**src/rtl/rtc_poll_seq_pkg.sv**
```systemverilog
// rtc_pkg: shared FSM encoding, error codes and RTC register layout for the poll sequencer
package rtc_pkg;
  typedef enum logic [2:0] {
    S_IDLE,
    S_PTR_ISSUE,
    S_PTR_WAIT,
    S_RD_ISSUE,
    S_RD_WAIT,
    S_CHECK,
    S_DONE,
    S_ERR
  } state_t;
  localparam logic [1:0] ERR_NACK = 2'd1;
  localparam logic [1:0] ERR_TIMEOUT = 2'd2;
  localparam logic [1:0] ERR_BCD = 2'd3;
  localparam logic [1:0] REG_SEC = 2'd0;
  localparam logic [1:0] REG_MIN = 2'd1;
  localparam logic [1:0] REG_HOUR = 2'd2;
  localparam int CH_BIT = 7;
  localparam int MODE_BIT = 6;
endpackage

```
**src/rtl/rtc_bcd_check.sv**
```systemverilog
// rtc_bcd_check: combinational BCD validator for the seconds, minutes and 24 h hours bytes
module rtc_bcd_check
  import rtc_pkg::*;
(
  input  logic [7:0] i_sec,
  input  logic [7:0] i_min,
  input  logic [7:0] i_hour,
  output logic       o_ok
);
  logic w_sec_ok;
  logic w_min_ok;
  logic w_hour_ok;
  logic w_unused;
  assign w_sec_ok = (i_sec[6:4] <= 3'd5) && (i_sec[3:0] <= 4'd9);
  assign w_min_ok = (i_min[6:4] <= 3'd5) && (i_min[3:0] <= 4'd9);
  assign w_hour_ok = !i_hour[MODE_BIT] && (i_hour[5:4] <= 2'd2) && (i_hour[3:0] <= 4'd9) && (i_hour[5:0] <= 6'h23);
  assign o_ok = w_sec_ok && w_min_ok && w_hour_ok;
  // CH bit and the unused top bits of minutes/hours carry no time information
  assign w_unused = &{i_sec[CH_BIT], i_min[7], i_hour[7]};
endmodule

```
**src/rtl/rtc_poll_seq.sv**
```systemverilog
// rtc_poll_seq: periodically reads sec/min/hour from a DS1307-class RTC and publishes a validated snapshot
module rtc_poll_seq
  import rtc_pkg::*;
#(
  parameter int POLL_CYCLES = 50_000_000,
  parameter int TIMEOUT_CYCLES = 200_000,
  parameter logic [6:0] RTC_ADDR = 7'h68
) (
  input  logic       clk,
  input  logic       rst,
  input  logic       i_en,
  input  logic       i_poll_now,
  output logic [6:0] o_m_addr,
  output logic [7:0] o_m_data_in,
  output logic       o_m_rw_en,
  output logic       o_m_enable,
  input  logic [7:0] i_m_data_out,
  input  logic       i_m_ready,
  input  logic       i_m_nack,
  output logic [6:0] o_sec,
  output logic [6:0] o_min,
  output logic [5:0] o_hour,
  output logic       o_time_valid,
  output logic       o_err,
  output logic [1:0] o_err_code,
  output logic       o_busy
);
  localparam int PW = $clog2(POLL_CYCLES);
  localparam int TW = $clog2(TIMEOUT_CYCLES);
  state_t          r_state;
  logic [PW-1:0]   r_poll_cnt;
  logic [TW-1:0]   r_tcnt;
  logic            r_acc;
  logic [1:0]      r_idx;
  logic [1:0]      r_code;
  logic [2:0][7:0] r_shadow;
  logic            w_trig;
  logic            w_cmpl;
  logic            w_ok;
  assign o_m_addr = RTC_ADDR;
  assign w_trig = (r_state == S_IDLE) && (i_poll_now || (i_en && r_poll_cnt == PW'(POLL_CYCLES - 1)));
  // completion only counts once the master has dropped m_ready to accept the command
  assign w_cmpl = r_acc && i_m_ready;
  rtc_bcd_check u_check (
    .i_sec (r_shadow[REG_SEC]),
    .i_min (r_shadow[REG_MIN]),
    .i_hour(r_shadow[REG_HOUR]),
    .o_ok  (w_ok)
  );
  // poll timer, transaction sequencing and registered outputs
  always_ff @(posedge clk) begin
    if (!rst) begin
      r_state <= S_IDLE;
      r_poll_cnt <= '0;
      r_tcnt <= '0;
      r_acc <= 1'b0;
      r_idx <= '0;
      r_code <= '0;
      r_shadow <= '0;
      o_m_data_in <= '0;
      o_m_rw_en <= 1'b0;
      o_m_enable <= 1'b0;
      o_sec <= '0;
      o_min <= '0;
      o_hour <= '0;
      o_time_valid <= 1'b0;
      o_err <= 1'b0;
      o_err_code <= '0;
      o_busy <= 1'b0;
    end else begin
      o_m_enable <= 1'b0;
      o_time_valid <= 1'b0;
      o_err <= 1'b0;
      if (w_trig) r_poll_cnt <= '0;
      else if (r_state == S_IDLE && i_en) r_poll_cnt <= r_poll_cnt + 1'b1;
      case (r_state)
        S_IDLE: begin
          if (w_trig) begin
            r_state <= S_PTR_ISSUE;
            o_busy <= 1'b1;
          end
        end
        S_PTR_ISSUE, S_RD_ISSUE: begin
          if (i_m_ready) begin
            o_m_enable <= 1'b1;
            o_m_rw_en <= (r_state == S_RD_ISSUE);
            o_m_data_in <= 8'h00;
            r_acc <= 1'b0;
            r_tcnt <= '0;
            r_state <= (r_state == S_PTR_ISSUE) ? S_PTR_WAIT : S_RD_WAIT;
          end
        end
        S_PTR_WAIT, S_RD_WAIT: begin
          r_tcnt <= r_tcnt + 1'b1;
          if (!i_m_ready) r_acc <= 1'b1;
          if (i_m_nack) begin
            r_code <= ERR_NACK;
            r_state <= S_ERR;
          end else if (w_cmpl) begin
            if (r_state == S_PTR_WAIT) begin
              r_idx <= '0;
              r_state <= S_RD_ISSUE;
            end else begin
              r_shadow[r_idx] <= i_m_data_out;
              r_idx <= r_idx + 1'b1;
              r_state <= (r_idx < 2'd2) ? S_RD_ISSUE : S_CHECK;
            end
          end else if (r_tcnt == TW'(TIMEOUT_CYCLES - 1)) begin
            r_code <= ERR_TIMEOUT;
            r_state <= S_ERR;
          end
        end
        S_CHECK: begin
          r_code <= ERR_BCD;
          r_state <= w_ok ? S_DONE : S_ERR;
        end
        S_DONE: begin
          o_sec <= r_shadow[REG_SEC][6:0];
          o_min <= r_shadow[REG_MIN][6:0];
          o_hour <= r_shadow[REG_HOUR][5:0];
          o_time_valid <= 1'b1;
          o_busy <= 1'b0;
          r_state <= S_IDLE;
        end
        S_ERR: begin
          o_err <= 1'b1;
          o_err_code <= r_code;
          o_busy <= 1'b0;
          r_state <= S_IDLE;
        end
        default: r_state <= S_IDLE;
      endcase
    end
  end
endmodule

```
**config.mk**
```make
export PLATFORM = sky130hd
export DESIGN_NAME = rtc_poll_seq
export DESIGN_NICKNAME = d
export VERILOG_FILES = /design/src/rtl/rtc_poll_seq_pkg.sv /design/src/rtl/rtc_bcd_check.sv /design/src/rtl/rtc_poll_seq.sv
export SDC_FILE = /design/constraint.sdc
export NUM_CORES = 1
export LEC_CHECK = 0
export CAP_MARGIN = 20
export CORE_MARGIN = 2
export CORE_UTILIZATION = 40
export DETAILED_ROUTE_END_ITERATION = 10
export SYNTH_ARGS = -nofsm -noshare
export SYNTH_HDL_FRONTEND = slang
export SYNTH_HIERARCHICAL = 1
export SYNTH_SLANG_ARGS = --single-unit
```
**constraint.sdc**
```tcl
create_clock -name clk -period 2.2 [get_ports clk]
set_input_delay 0.33 -clock clk [delete_from_list [all_inputs] [get_ports clk]]
set_output_delay 0.33 -clock clk [all_outputs]
set_load 0.005 [all_outputs]
```
==> results of run 1 <==
-- final cells by class --
type,count,share of cell area
multi-input combinational,403,0.428
sequential,100,0.384
timing repair buffer,61,0.114
tap,140,0.0336
clock buffer,9,0.0237
clock inverter,7,0.0115
inverter,9,0.00647
-- state kept, by name, summed over array words and instances, names as in the netlist --
| name | flops |
|---|---|
| o_m_enable | 1 |
| r_tcnt | 18 |
| r_state | 3 |
| r_idx | 2 |
| o_min | 7 |
| r_code | 2 |
| o_m_rw_en | 1 |
| o_sec | 7 |
| o_time_valid | 1 |
| o_err | 1 |
| o_hour | 6 |
| r_acc | 1 |
| r_poll_cnt | 26 |
| o_busy | 1 |
| r_shadow | 21 |
| o_err_code | 2 |
-- per-layer routing --
| layer | vias up | share of wire | track usage |
|---|---|---|---|
| met2 | 56 | 0.46 | 0.267 |
| li1 | 1901 | - | - |
| met3 | 12 | 0.031 | 0.0273 |
| met4 | 0 | 0.017 | 0.0687 |
| met5 | - | 0 | 0 |
| met1 | 1737 | 0.50 | 0.235 |
-- power by group --
group	total [mW]	internal, mW	switching (mW)
logic	0.934	0.376	0.558
registers	1.95	1.89	0.0593
clock network	1.11	0.427	0.682
-- repair_timing --
action / 4_1_cts / 5_1_grt
endpoints found under the setup margin: 0 / 3
hold buffers: 0 / 0
resized for setup: 0 / 1
-- metrics by stage --
stage	power, mW	instances
after floorplan	2.64	554
after global placement	2.91	713
after detailed placement	2.93	713
after CTS	4.03	729
after global routing	4.21	729
final	3.99	729
-- layout by cell type, fill, tap and decap left out, drive strengths merged, types with 6 or more instances in the layout --
master	instances
dfxtp	100
nand2	94
nor2	66
a21oi	48
clkdlybuf4s50	39
nand3	34
xnor2	23
buf	22
xor2	17
conb	15
nor3	15
nand4	14
inv	11
clkbuf	9
o21ai	7
and3	6
-- critical path: cells and delay by family, from the launching register on --
family	cells	cell delay, ps
DFF	1	380
buffers and inverters	1	180
AOI/OAI and AO/OA	2	300
and+or+nand+nor	3	1150
-- worst paths after layout --
path                     from    endpoint  slack (ps)  cells after the start
setup / recovery   r_tcnt[17]  r_state[1]         110                      6
hold / removal    r_shadow[8]    o_min[0]         460                      2
setup reg to reg   r_tcnt[17]  r_state[1]         110                      6
hold reg to reg   r_shadow[8]    o_min[0]         460                      2
==> impl_metrics.toml, run 1 <==
[run_status]
run_status = "complete, no violations"

[run]
cap_violations = 0

[power_and_ir_drop]
static-leakage-power_nw = 1.77
powerDensity_nw_per_um2 = 765
worst_ir_drop_vdd_mv = 0.345

[clock_tree]
cts.reportedPaths.clkPinSlew_ps = 110
clock_path_buffers = 2
cts_post_setup_buffers_inserted = 0
clock-root-buffer = "clkbuf_8"
clk-insertion-delay-late_ps = 370
clock_sink_count = 100
tritoncts = "built"
cts_htree_levels = 3
cts_made_buffers = 9

[drt]
antenna_violating_nets_post_route = 0
remaining_drc_errors = 0
dr_total_vias = 3706
finalWirelength_mm = 9.65
vias_per_cell = 5.08
firstDrtPassIters = 4
routed_wire_length_per_instance_um = 13.2
starting_drt_drc_count = 128

[critical_path]
cp_cell_sequence = "or4bb_1 -> nor4_2 -> buf_4 -> a21oi_1 -> or3_1 -> a221oi_1"
crit_path_start_kind = "register"
critPathSlowestCell = "or4bb_1"
end_kind = "register"
critical_path_arrival_ps = 2360
crit_required_ps = 2480
crit_path_max_fanout = 3
criticalPathCategory = "register to register"
critical_path.max_stage_delay_ps = 510

[final_layout]
fillers = 1086
register_area_um2 = 2000
layout-area-overhead-vs-synth_pct = 17.4
finalCoreUtilization = 0.482
multiInputGateArea_um2 = 2230
final_layout_size_suffix_gt1_frac = 0.0866
finish.net_count = 603
antenna_cells_inserted = 0
layout.cell_area.non_filler_um2 = 5220

[yosys]
post_synth_inst_count = 541
synth.yosys.warnings = 6
synthesis.area_um2 = 4450
post_synth.cell_area_avg_um2 = 8.22

[global_route]
global_route_wire_length_before_repair_mm = 16.2
grt_remaining_overflow = 0
pin_count_of_the_biggest_net_entering_global_routing = 32
antenna_violations_before_repair = 0
first_global_vias = 3411
grtUsageTotal = 0.171

[place]
place_ws_ps = 14.5
detailed_place.area_um2 = 5030
hpwl_mm = 6.88
io_buffer_count = 39
place_congestion = 0.825

[die]
die_area_um2 = 12000
placeableCoreArea_um2 = 10800
placement_rows = 38
die_h_um = 109
dieWidth_um = 109
initial_utilization = 0.410
boundaryPins = 56

[timing]
period_minus_ws_final_ps = 2090
post-route-period-util = 0.948
finalMaxSlewViolations = 0
final.setup.worst_slack_ps = 114
finalClockSkew_ps = 14.6
achievable-frequency_mhz = 479
hold_ws_ps = 462
rsz0062_at_grt = "false"
finalHoldViolations = 0
fin_tns_setup_ps = 0
setup_viol = 0

[min_path]
min-delay-path-class = "register to register"
No activity file was read; power rests on OpenSTA's default activity.
==> run 2: changes to the inputs <==
--- a/config.mk
+++ b/config.mk
@@ -5,11 +5,9 @@
 export SDC_FILE = /design/constraint.sdc
 export NUM_CORES = 1
 export LEC_CHECK = 0
-export CAP_MARGIN = 20
 export CORE_MARGIN = 2
 export CORE_UTILIZATION = 40
 export DETAILED_ROUTE_END_ITERATION = 10
 export SYNTH_ARGS = -nofsm -noshare
 export SYNTH_HDL_FRONTEND = slang
-export SYNTH_HIERARCHICAL = 1
 export SYNTH_SLANG_ARGS = --single-unit
==> run 2 against run 1 <==
Net effect: first-iteration DRC count is 57% higher; clock-buffer cell count rose by 3; worst hold slack lost 8.3 ps; synthesized area rose by 1.4%; global-route usage increased by 0.22 points; sequential share of layout area down 1.4 points; clock power grew 45%; fmax up 1.8%; non-clock buffer count grew 6; via count grew 0.24%; synthesized cell count is 1.7% lower; routed wire length rose by 1.0%; critical endpoint is now r_state[0].
==> impl_metrics.toml, run 2 <==
[run_status]
run_status = "complete, no violations"

[timing]
setup_viol = 0
finalClockSkew_ps = 4.35
achievable-frequency_mhz = 488
finalMaxSlewViolations = 0
final.setup.worst_slack_ps = 151
timing_worst_slew_pin_value_ps = 585
max-slew-margin-rel = 0.608
post-route-period-util = 0.931
finalHoldViolations = 0
period_minus_ws_final_ps = 2050
rsz0062_at_grt = "false"

[final_layout]
largest_register_ffs = 26
fin_cells = 720
finalCoreUtilization = 0.496
largest-register = "r_poll_cnt"
final_layout_size_suffix_gt1_frac = 0.109
largest_registers = "r_poll_cnt x26, r_shadow x21, r_tcnt x18"
antenna_cells_inserted = 0
finish.net_count = 594
layout.cell_area.non_filler_um2 = 5420
layout.cells.most_common = "dfxtp_1"
most-common-layout-cells = "dfxtp_1, nand2_1, a21oi_1"
layout-area-overhead-vs-synth_pct = 20.2

[place]
place_congestion = 0.816
hpwl_mm = 7.02
place_ws_ps = -57.9
io_buffer_count = 39
numPlacedInstances = 704
detailed_place.area_um2 = 5120

[power_and_ir_drop]
power.total_mw = 4.44
static-leakage-power_nw = 1.95
powerDensity_nw_per_um2 = 818
worst_ir_drop_vdd_mv = 0.626

[yosys]
postSynthRegisterBits = 100
netlist.area_leader.share = 0.444
seq_total_area_yosys = 0.444
synthArstFlopShare = 0
synth_enable_flop_cells = 0
synth_ff_type = "dfxtp_1"
post_synth_main_area_contributors = "dfxtp_1, nand2_1, a21oi_1"
synth.yosys.warnings = 0
post_synth.cell_area_avg_um2 = 8.48
synthTopCellsByCount = "dfxtp_1, nand2_1, a21oi_1, nor2_1, nand3_1"
post_synth_inst_count = 532
post_synth_num_cell_types = 58
synthesis.area_um2 = 4510
yosysMostFrequentCell = "dfxtp_1"
synth_largest_area_cell = "dfxtp_1"

[drt]
firstDrtPassIters = 4
starting_drt_drc_count = 201
finalWirelength_mm = 9.75
dr_total_vias = 3715
routed_wire_length_per_instance_um = 13.5
vias_per_cell = 5.16
antenna_violating_nets_post_route = 0
remaining_drc_errors = 0

[die]
placement_rows = 38
placeableCoreArea_um2 = 10900
initial_utilization = 0.412
die_h_um = 110
dieWidth_um = 110
die_area_um2 = 12100
boundaryPins = 56

[clock_tree]
cts_resized = 0
clock_path_buffers = 2
cts.reportedPaths.clkPinSlew_ps = 70
cts_htree_levels = 3
clock-root-buffer = "clkbuf_16"
cts_post_setup_buffers_inserted = 0
post_cts_hold_buffer_count = 0
tritoncts = "built"
cts_made_buffers = 9
clock_sink_count = 100
clk-insertion-delay-late_ps = 340

[critical_path]
criticalPathCategory = "register to register"
crit_required_ps = 2480
critical_path_arrival_ps = 2330
crit_path_start_kind = "register"
end_kind = "register"
crit_path_max_fanout = 5

[run]
cap_violations = 0

[global_route]
grtUsageTotal = 0.173
first_global_vias = 3553
antenna_violations_before_repair = 0
pin_count_of_the_biggest_net_entering_global_routing = 32
grt_remaining_overflow = 0
global_route_wire_length_before_repair_mm = 16.6

[min_path]
min-delay-path-class = "register to register"
-- run 2: kinds of logic (layout without fill, tap and decap cells) --
group	Yosys count	count (layout)	share of synthesized area
other	2	15	0.00166
flip-flops	100	100	0.444
multiplexers	7	7	0.0158
AO/OA/AOI/OAI	79	79	0.106
adder cells (fa/ha/maj)	5	5	0.0139
XOR/XNOR	34	34	0.0677
buffers and inverters	52	87	0.0616
AND/OR/NAND/NOR	253	253	0.290
-- run 2: cell type report --
cell class,instances,area (um^2)
Timing Repair Buffer,67,638
Inverter,4,15.0
Fill cell,1052,5510
Multi-Input combinational cell,393,2290
Sequential cell,100,2000
Tap cell,140,175
Clock buffer,12,246
Clock inverter,4,56.3
-- run 2: power breakdown --
part,internal (mW),switching (mW)
logic,0.376,0.475
registers,1.88,0.0907
clock network,0.924,0.687
total,3.18,1.25
-- run 2: layer usage --
layer  share of wire  up-vias  global-route usage  wire, um
li1                -     1892                   -         -
met1            0.46     1762               0.212      4470
met2            0.50       54               0.287      4830
met3           0.038        7              0.0588       366
met4          0.0080        0              0.0518        78
met5               0        -                   0         0
-- run 2: critical path, cell delays in order (launching register included) --
cell      delay, ps
dfxtp_1         340
or4_1           520
nor4_1          370
buf_4           190
a211oi_1        130
a211o_1         300
a21oi_1         140
-- run 2: worst paths after layout --
path / from / cells past startpoint / slack, ps / endpoint
worst max-delay path: r_tcnt[6] / 6 / 150 / r_state[0]
worst max register to register: r_tcnt[6] / 6 / 150 / r_state[0]
worst min-delay path: o_hour[0] / 2 / 450 / o_hour[0]
worst min register to register: o_hour[0] / 2 / 450 / o_hour[0]
-- run 2: through the flow --
step / TNS, ps / hold WS [ps]
after floorplan: 0 / 431
after CTS: 0 / 455
final: 0 / 454
after global placement: -394 / 443
after global routing: 0 / 476
after detailed placement: -1180 / 444
